## config.mk

```make
export PLATFORM = sky130hd
export DESIGN_NAME = uart_rx
export DESIGN_NICKNAME = d
export VERILOG_FILES = /design/src/rtl/uart_rx.sv
export SDC_FILE = /design/constraint.sdc
export NUM_CORES = 1
export LEC_CHECK = 0
export CAP_MARGIN = 10
export CORE_UTILIZATION = 50
export CTS_BUF_LIST = sky130_fd_sc_hd__clkbuf_8
export CTS_CLUSTER_DIAMETER = 200
export CTS_CLUSTER_SIZE = 40
export DETAILED_ROUTE_END_ITERATION = 7
export PLACE_DENSITY = 0.71
export REMOVE_ABC_BUFFERS = 1
export SLEW_MARGIN = 20
export SYNTH_ARGS = -nofsm -noshare
export SYNTH_HDL_FRONTEND = slang
export SYNTH_SLANG_ARGS = --single-unit
```

## constraint.sdc

```tcl
create_clock -name i_clk -period 2.3 [get_ports i_clk]
set_input_delay 0.46 -clock i_clk [delete_from_list [all_inputs] [get_ports i_clk]]
set_output_delay 0.46 -clock i_clk [all_outputs]
set_load 0.01 [all_outputs]
```

## src/rtl/uart_rx.sv

```systemverilog
// ----------------------------------------------------------------------------
// uart_rx
//   Serial receiver for frames made of 1 start bit (0), MAXTAM data bits sent
//   LSB first, and 1 stop bit (1). The line is oversampled with 16 i_bd ticks
//   per bit. Each bit is sampled at its centre.
//   The baud tick generator is shared with the transmitter.
//
// Ports
//   i_clk        system clock, all state on the rising edge
//   i_reset      asynchronous reset, active low
//   i_bd         baud tick, 1-cycle pulse, 16 per bit period
//   i_Rx_Serial  asynchronous serial line, idle high
//   o_Rx_Byte    last correctly framed byte, held until the next good frame
//   o_Rx_Done    1-cycle pulse: o_Rx_Byte was updated
//   o_Rx_Err     1-cycle pulse: stop bit sampled low (framing error)
// ----------------------------------------------------------------------------
module uart_rx #(
    parameter int MAXTAM      = 8,
    parameter int BIT_COUNTER = 3
) (
    input  logic              i_clk,
    input  logic              i_reset,
    input  logic              i_bd,
    input  logic              i_Rx_Serial,
    output logic [MAXTAM-1:0] o_Rx_Byte,
    output logic              o_Rx_Done,
    output logic              o_Rx_Err
);

    localparam int TICKS_MUESTREO = 16;

    // Tick values at which a decision is taken: the middle of the start bit,
    // and the middle of every later bit (a full bit period after the
    // previous decision point).
    localparam logic [3:0] MID_START = 4'(TICKS_MUESTREO / 2 - 1);
    localparam logic [3:0] LAST_TICK = 4'(TICKS_MUESTREO - 1);
    localparam logic [BIT_COUNTER-1:0] LAST_BIT = BIT_COUNTER'(MAXTAM - 1);

    // One-hot state encoding
    localparam logic [4:0] S_IDLE  = 5'b00001;
    localparam logic [4:0] S_START = 5'b00010;
    localparam logic [4:0] S_DATA  = 5'b00100;
    localparam logic [4:0] S_STOP  = 5'b01000;
    localparam logic [4:0] S_BREAK = 5'b10000;

    logic [4:0]             r_state;
    logic [3:0]             r_ticks;
    logic [BIT_COUNTER-1:0] r_idx;
    logic [MAXTAM-1:0]      r_shreg;
    logic [MAXTAM-1:0]      r_byte;
    logic                   r_done;
    logic                   r_err;
    logic                   r_rx_meta;
    logic                   r_rx_s;

    // Two-flop synchronizer. It resets to the idle line level so that
    // leaving reset does not look like a start bit.
    always_ff @(posedge i_clk or negedge i_reset) begin
        if (!i_reset) begin
            r_rx_meta <= 1'b1;
            r_rx_s    <= 1'b1;
        end else begin
            r_rx_meta <= i_Rx_Serial;
            r_rx_s    <= r_rx_meta;
        end
    end

    always_ff @(posedge i_clk or negedge i_reset) begin
        if (!i_reset) begin
            r_state <= S_IDLE;
            r_ticks <= '0;
            r_idx   <= '0;
            r_shreg <= '0;
            r_byte  <= '0;
            r_done  <= 1'b0;
            r_err   <= 1'b0;
        end else begin
            // Both status outputs are single-cycle pulses.
            r_done <= 1'b0;
            r_err  <= 1'b0;
            case (r_state)
                S_IDLE: begin
                    if (!r_rx_s) begin
                        r_state <= S_START;
                        r_ticks <= '0;
                    end
                end
                S_START: begin
                    if (i_bd) begin
                        if (r_ticks == MID_START) begin
                            r_ticks <= '0;
                            if (!r_rx_s) begin
                                r_state <= S_DATA;
                                r_idx   <= '0;
                            end else begin
                                // The line went high again before the middle of
                                // the start bit, so treat it as a glitch.
                                r_state <= S_IDLE;
                            end
                        end else begin
                            r_ticks <= r_ticks + 4'd1;
                        end
                    end
                end
                S_DATA: begin
                    if (i_bd) begin
                        if (r_ticks == LAST_TICK) begin
                            r_ticks <= '0;
                            // The LSB arrives first. Each new bit enters at
                            // the top and moves down as later bits arrive.
                            r_shreg <= {r_rx_s, r_shreg[MAXTAM-1:1]};
                            if (r_idx == LAST_BIT) begin
                                r_state <= S_STOP;
                            end else begin
                                r_idx <= r_idx + 1'b1;
                            end
                        end else begin
                            r_ticks <= r_ticks + 4'd1;
                        end
                    end
                end
                S_STOP: begin
                    if (i_bd) begin
                        if (r_ticks == LAST_TICK) begin
                            r_ticks <= '0;
                            // Return to idle at the middle of the stop bit.
                            // This catches a start bit that follows with no
                            // idle time between frames.
                            if (r_rx_s) begin
                                r_byte  <= r_shreg;
                                r_done  <= 1'b1;
                                r_state <= S_IDLE;
                            end else begin
                                r_err   <= 1'b1;
                                r_state <= S_BREAK;
                            end
                        end else begin
                            r_ticks <= r_ticks + 4'd1;
                        end
                    end
                end
                S_BREAK: begin
                    // A line held low after a bad stop bit must not be read
                    // as a stream of new start bits.
                    if (r_rx_s) begin
                        r_state <= S_IDLE;
                        r_ticks <= '0;
                    end
                end
                default: begin
                    r_state <= S_IDLE;
                    r_ticks <= '0;
                end
            endcase
        end
    end

    assign o_Rx_Byte = r_byte;
    assign o_Rx_Done = r_done;
    assign o_Rx_Err  = r_err;

endmodule

```

==> summary.txt, run 1 <==
Outcome
  • Outcome: finished, final reports clean

Route
  • Routed WL per cell: 14.8 um
  • Vias per inst: 5.45
  • Via count: 1058
  • Final ANT Viol Nets: 0
  • Residual DRC: 0
  • Initial DRC count: 65
  • Pre-Repair DR Iteration Count: 4
  • Drt total wl: 2860 um

Clock tree
  • Max clock buf depth: 2
  • Worst skew pair latency: 0.28 ns
  • Clock buffer count from CTS: 5
  • CTS Sinks: 32
  • CTS Hold Bufs: 0
  • Setup bufs post-CTS: 0
  • Worst-path clk slew: 0.07 ns
  • CTS tree: done
  • Root Buffer: clkbuf_8
  • CTS H-tree depth: 2
  • Post_cts resized: 0

Layout
  • Area Overhead vs Synth: 17.8%
  • Final Net Count: 156
  • Cell area after layout: 0.00191 sq mm
  • Share of post-route cells with drive strength above 1: 31.3%
  • Fillers: 243
  • N_diodes: 0

Yosys
  • Commonest cells post-synth: 29 x dfrtp_1, 16 x mux2_2, 10 x nand2_1
  • Synthesized area: 0.00162 sq mm
  • Adder-cell area share of the yosys netlist: 2.32%
  • Netlist cell types: 46
  • Biggest area consumer among synthesized cells: dfrtp_1
  • Synth top area cells: dfrtp_1 45%, mux2_2 11%, dfstp_2 4.9%
  • Mux contribution to synthesized area: 16.1%
  • Post-synthesis compound-gate area fraction: 10.4%
  • Yosys warning count: 0
  • EDFF count, synth: 0
  • Largest family of logic cells by synthesized area: simple AND/OR/NAND/NOR gates
  • Post-Synthesis Cells: 131
  • Post-synthesis xor/xnor area fraction: 1.62%
  • Fraction of registers with async set/reset: 100%
  • Most common cell in the synthesized netlist: dfrtp_1
  • Synthesized area per cell: 12.4 sq um
  • Post-synthesis register bit count: 32
  • Post-Synth Simple-Gate Area: 17.4%
  • Register area share after synthesis: 49.7%
  • Ys flop type: dfrtp_1
  • Top-area cell type share of the netlist area: 44.8%

Worst setup path
  • Setup Crit Path Kind: flop to flop
  • CP cell instances: xnor2_1, or3_4, o221ai_4, mux2_4
  • Worst Setup Start Kind: flop
  • Setup crit end kind: flop
  • CP Data Arrival Time: 2.11 ns
  • Critical path peak fanout: 12
  • Crit-path slowest cell: dfrtp_1
  • Cell family with the largest share of critical-path delay: flip-flops
  • CP bufs+invs: 0
  • Critical path's largest stage delay: 0.66 ns
  • Data required, critical path: 2.47 ns

Pwr
  • Pleak: 0.869 nW
  • Max IR drop VDD: 515 uV
  • Cell Pwr Density: 934 mW/mm^2
  • Design Power: 1.78 mW

Place
  • Number of port buffers: 13
  • Routability cong.: 0.866
  • Post-Place Setup Slack: 0.313 ns
  • Dpl hpwl: 2010 um
  • Dpl cell area: 0.00180 sq mm

GRT
  • Met1 GRT Util: 23.9%
  • First-pass GRT wire length: 4930 um
  • Met2 global-route usage: 32.6%
  • Vias in the first global route: 1062
  • Largest net degree at the start of global routing: 33
  • Initial antenna violation count: 0
  • Total GRT Usage: 20.0%
  • GRT busiest layer: met2
  • Met3 Resource Use GR: 6.81%
  • Total gr overflow: 0

Run
  • Maxcap violations: 0

Floorplan
  • Row Count: 20
  • Die height: 58.9 um
  • I/O pin cnt: 14
  • Die area: 0.00347 sq mm
  • Starting density of the core: 53.1%
  • Die X: 58.9 um
  • Core area: 0.00305 sq mm

STA
  • F_max: 0.516 GHz
  • Final Max Slew Viols: 0
  • Fin Clk Skew: 0.00480 ns
  • Clock period minus worst slack: 1.94 ns
  • Slew headroom: 65.7%
  • Crit share post-route: 84.2%
  • # setup viols final: 0
  • RSZ-0062 raised after global routing: false
  • Slew @ Worst Pin: 0.514 ns
  • Setup TNS: 0 ns
  • Slack of the critical path: 0.363 ns
  • Final Hold Fails: 0

Worst hold path
  • Hold WC Path Type: flop to flop
-- state kept, by name, summed over array words and instances, names as in the netlist --
register   cells
o_Rx_Err       1
r_shreg        8
r_rx_meta      1
r_idx          3
r_ticks        4
r_rx_s         1
o_Rx_Byte      8
o_Rx_Done      1
r_state        5
-- placed cells by master (no fill, tap or decap), drive strengths merged, types with 2 or more instances in the layout --
cell | Yosys | layout
nor3 | 4 | 4
nand2b | 2 | 2
mux2 | 20 | 20
a21oi | 2 | 2
o31ai | 2 | 2
buf | 4 | 3
dfstp | 3 | 3
nor2b | 2 | 2
nor4 | 3 | 3
nand2 | 11 | 11
ha | 3 | 3
inv | 4 | 5
mux2i | 2 | 2
nor2 | 7 | 7
dfrtp | 29 | 29
clkdlybuf4s50 | 0 | 13
o21ai | 7 | 7
o21bai | 2 | 2
nor3b | 2 | 2
clkbuf | 1 | 5
xnor2 | 2 | 2
or3 | 2 | 2
o211ai | 2 | 2
nand3 | 2 | 2
-- worst reg2reg max path, delay by kind of cell (launching register included) --
| family | cells | cell delay, ns |
|---|---|---|
| flops | 1 | 0.66 |
| simple gates | 1 | 0.42 |
| mux | 1 | 0.33 |
| compound gates | 1 | 0.28 |
| xor+xnor | 1 | 0.13 |
-- layer usage --
layer,vias to the layer above,wire length [um]
li1,511,-
met1,518,1250
met2,23,1460
met3,6,103
met4,0,50
met5,-,0
-- stage by stage --
step	hold WS, ns	util [%]	instances
detailed placement	0.347	59.0	186
floorplan	0.164	-	126
finish	0.355	62.5	194
CTS	0.356	62.5	194
global route	0.361	62.5	194
global placement	0.346	59.0	186
-- path summary, 6_finish.rpt --
check	start	to	slack (ns)	cells after the start
min in group asynchronous	i_reset	r_state[1]$_DFFE_PN0P_	0.56	2
max in group asynchronous	i_reset	r_rx_s$_DFF_PN1_	1.40	2
min	r_rx_meta$_DFF_PN1_	r_rx_s$_DFF_PN1_	0.35	0
max reg2reg	r_state[1]$_DFFE_PN0P_	r_idx[0]$_DFFE_PN0P_	0.36	4
min reg2reg	r_rx_meta$_DFF_PN1_	r_rx_s$_DFF_PN1_	0.35	0
max	r_state[1]$_DFFE_PN0P_	r_idx[0]$_DFFE_PN0P_	0.36	4
-- where the power goes --
part | switching (mW) | leakage (nW) | total [mW] | internal [mW]
logic | 0.261 | 0.378 | 0.528 | 0.267
clock network | 0.200 | 0.0593 | 0.516 | 0.316
registers | 0.112 | 0.432 | 0.739 | 0.627
-- cell type report --
cell class | instances | area (sq um) | share of cell area, %
Sequential cell | 32 | 805 | 42.1
Multi-Input combinational cell | 90 | 774 | 40.6
Timing Repair Buffer | 16 | 153 | 7.99
Clock buffer | 5 | 68.8 | 3.60
Tap cell | 44 | 55.1 | 2.88
Clock inverter | 3 | 38.8 | 2.03
Inverter | 4 | 15.0 | 0.786
-- cell families after synthesis --
| family | after synthesis |
|---|---|
| flops | 32 |
| mux | 22 |
| simple gates | 41 |
| xor+xnor | 3 |
| fa+ha+maj | 3 |
| buf+inv | 9 |
| compound gates | 21 |
No activity file was read; power rests on OpenSTA's default activity.
==> run 2, diff against run 1 <==
==> constraint.sdc (replaced) <==
create_clock -name i_clk -period 1.9 [get_ports i_clk]
set_input_delay 0.38 -clock i_clk [delete_from_list [all_inputs] [get_ports i_clk]]
set_output_delay 0.38 -clock i_clk [all_outputs]
set_load 0.01 [all_outputs]
==> summary.txt, run 2 (synthesized netlist as in run 1, its figures left out) <==
Worst setup path
  • Setup crit end kind: flop (unchanged)
  • Worst Setup Start Kind: flop (unchanged)
  • Most common cell on crit path: ha_1
  • Crit-path slowest cell: dfrtp_1 (unchanged)
  • Critical path peak fanout: 3 (was 12)
  • CP Data Arrival Time: 1.99 ns (was 2.11 ns)
  • Setup Crit Path Kind: flop to flop (unchanged)
  • CP cell instances: ha_1, ha_1, nor4_4, o221ai_4, mux2_4 (was xnor2_1, or3_4, o221ai_4, mux2_4)
  • Cell family with the largest share of critical-path delay: adder cells (was flip-flops)
  • CP bufs+invs: 0 (unchanged)
  • Critical path's largest stage delay: 0.40 ns (was 0.66 ns)
  • Data required, critical path: 2.08 ns (was 2.47 ns)

Layout
  • Most frequent cells in the layout: 29 x dfrtp_1, 16 x mux2_2, 13 x clkdlybuf4s50_1, 13 x buf_4, 10 x nand2_1 (was 29 x dfrtp_1, 16 x mux2_2, 13 x clkdlybuf4s50_1)
  • Area Overhead vs Synth: 21.9% (was 17.8%)
  • Register area: 805 sq um (unchanged)
  • Post-layout util: 64.7% (was 62.5%)
  • Cell area after layout: 0.00198 sq mm (was 0.00191 sq mm)
  • Fillers: 236 (was 243)
  • Final Net Count: 166 (was 156)
  • Multi-input logic area: 779 sq um (was 774 sq um)
  • Final Non-Filler Cells: 204 (was 194)
  • N_diodes: 0 (unchanged)
  • Most common cell after layout, fill and taps aside: dfrtp_1 (unchanged)
  • Share of post-route cells with drive strength above 1: 36.3% (was 31.3%)

Pwr
  • Psw: 0.723 mW (was 0.572 mW)
  • Combinational power share: 34.2% (was 29.6%)
  • Clock power share: 25.3% (was 28.9%)
  • Cell Pwr Density: 1090 mW/mm^2 (was 934 mW/mm^2)
  • Net Sw Frac: 33.5% (was 32.1%)
  • Register share of total power: 40.5% (was 41.4%)
  • Max IR drop VDD: 537 uV (was 515 uV)
  • Int Power: 1.44 mW (was 1.21 mW)
  • Design Power: 2.16 mW (was 1.78 mW)
  • Pleak: 0.909 nW (was 0.869 nW)

Floorplan
  • Starting density of the core: 53.1% (unchanged)
  • Die X: 58.9 um (unchanged)
  • Row Count: 20 (unchanged)
  • Core area: 0.00305 sq mm (unchanged)
  • Die area: 0.00347 sq mm (unchanged)
  • I/O pin cnt: 14 (unchanged)
  • Die height: 58.9 um (unchanged)

Place
  • Dpl hpwl: 2080 um (was 2010 um)
  • Dpl cell area: 0.00188 sq mm (was 0.00180 sq mm)
  • Number of port buffers: 13 (unchanged)
  • Placed Cells: 196 (was 186)
  • Routability cong.: 0.906 (was 0.866)

STA
  • # setup viols final: 0 (unchanged)
  • Final Max Slew Viols: 0 (unchanged)
  • Setup TNS: 0 ns (unchanged)
  • Slew headroom: 72.9% (was 65.7%)
  • Final Hold Fails: 0 (unchanged)
  • F_max: 0.552 GHz (was 0.516 GHz)
  • RSZ-0062 raised after global routing: false (unchanged)
  • Fin Clk Skew: 0.00649 ns (was 0.00480 ns)
  • Clock period minus worst slack: 1.81 ns (was 1.94 ns)
  • Crit share post-route: 95.3% (was 84.2%)
  • Slew @ Worst Pin: 0.403 ns (was 0.514 ns)

Clock tree
  • Worst skew pair latency: 0.29 ns (was 0.28 ns)
  • Worst-path clk slew: 0.07 ns (about the same)
  • CTS tree: done (unchanged)
  • CTS H-tree depth: 2 (unchanged)
  • Root Buffer: clkbuf_8 (unchanged)
  • Max clock buf depth: 2 (unchanged)
  • CTS Sinks: 32 (unchanged)
  • Clock buffer count from CTS: 5 (unchanged)

Route
  • Vias per inst: 5.21 (was 5.45)
  • Drt total wl: 2840 um (was 2860 um)
  • Via count: 1062 (was 1058)
  • Residual DRC: 0 (unchanged)
  • Final ANT Viol Nets: 0 (unchanged)
  • Routed WL per cell: 13.9 um (was 14.8 um)
  • Pre-Repair DR Iteration Count: 4 (unchanged)
  • Initial DRC count: 52 (was 65)

Outcome
  • Outcome: finished, final reports clean (unchanged)

GRT
  • Largest net degree at the start of global routing: 33 (unchanged)
  • Total GRT Usage: 20.1% (was 20.0%)
  • Initial antenna violation count: 0 (unchanged)
  • Total gr overflow: 0 (unchanged)
  • Vias in the first global route: 1082 (was 1062)
  • First-pass GRT wire length: 4970 um (was 4930 um)

Worst hold path
  • Hold WC Path Type: flop to flop (unchanged)

Run
  • Maxcap violations: 0 (unchanged)
-- run 2: area by class of cell --
class                           instances  share of cell area, %
Tap cell                               44                   2.79
Multi-Input combinational cell         90                   39.5
Sequential cell                        32                   40.7
Timing Repair Buffer                   26                   11.5
Clock inverter                          2                  0.570
Inverter                                4                  0.760
Clock buffer                            6                   4.18
-- run 2: routing by layer --
metal | wire length [um] | GRT usage, %
met5 | 0 | 0
met3 | 107 | 6.59
met2 | 1330 | 32.3
met1 | 1330 | 24.0
met4 | 60 | 10.2
-- run 2: what timing repair did --
action,4_1_cts,5_1_grt
setup buffers,0,0
hold buffers,0,0
endpoints found under the hold margin,0,0
resized for setup,0,1
setup endpoints to repair,0,7
-- run 2: metrics by stage --
stage / hold slack (ns) / worst slack, ns
2_1_floorplan: 0.0844 / 0.117
3_3_place_gp: 0.346 / 0.0152
3_5_place_dp: 0.353 / -0.0255
4_1_cts: 0.367 / 0.0242
5_1_grt: 0.367 / 0.00393
6_report: 0.368 / 0.0895
-- run 2: worst paths after layout --
check                                startpoint                  endpoint  slack (ns)  depth (start not counted)
hold / removal              r_rx_meta$_DFF_PN1_          r_rx_s$_DFF_PN1_        0.37                          0
min in group asynchronous               i_reset  o_Rx_Byte[3]$_DFFE_PN0P_        0.48                          2
setup / recovery           r_idx[0]$_DFFE_PN0P_      r_idx[0]$_DFFE_PN0P_        0.09                          5
max in group asynchronous               i_reset       r_rx_meta$_DFF_PN1_        1.10                          2
hold reg to reg             r_rx_meta$_DFF_PN1_          r_rx_s$_DFF_PN1_        0.37                          0
setup reg to reg           r_idx[0]$_DFFE_PN0P_      r_idx[0]$_DFFE_PN0P_        0.09                          5
-- run 2: power by group through the flow --
stage	sequential [mW]	clock [mW]	combinational (mW)
floorplan	0.872	0	0.532
global placement	0.873	0	0.705
detailed placement	0.882	0	0.735
CTS	0.870	0.558	0.741
global route	0.889	0.581	0.813
finish	0.876	0.546	0.739
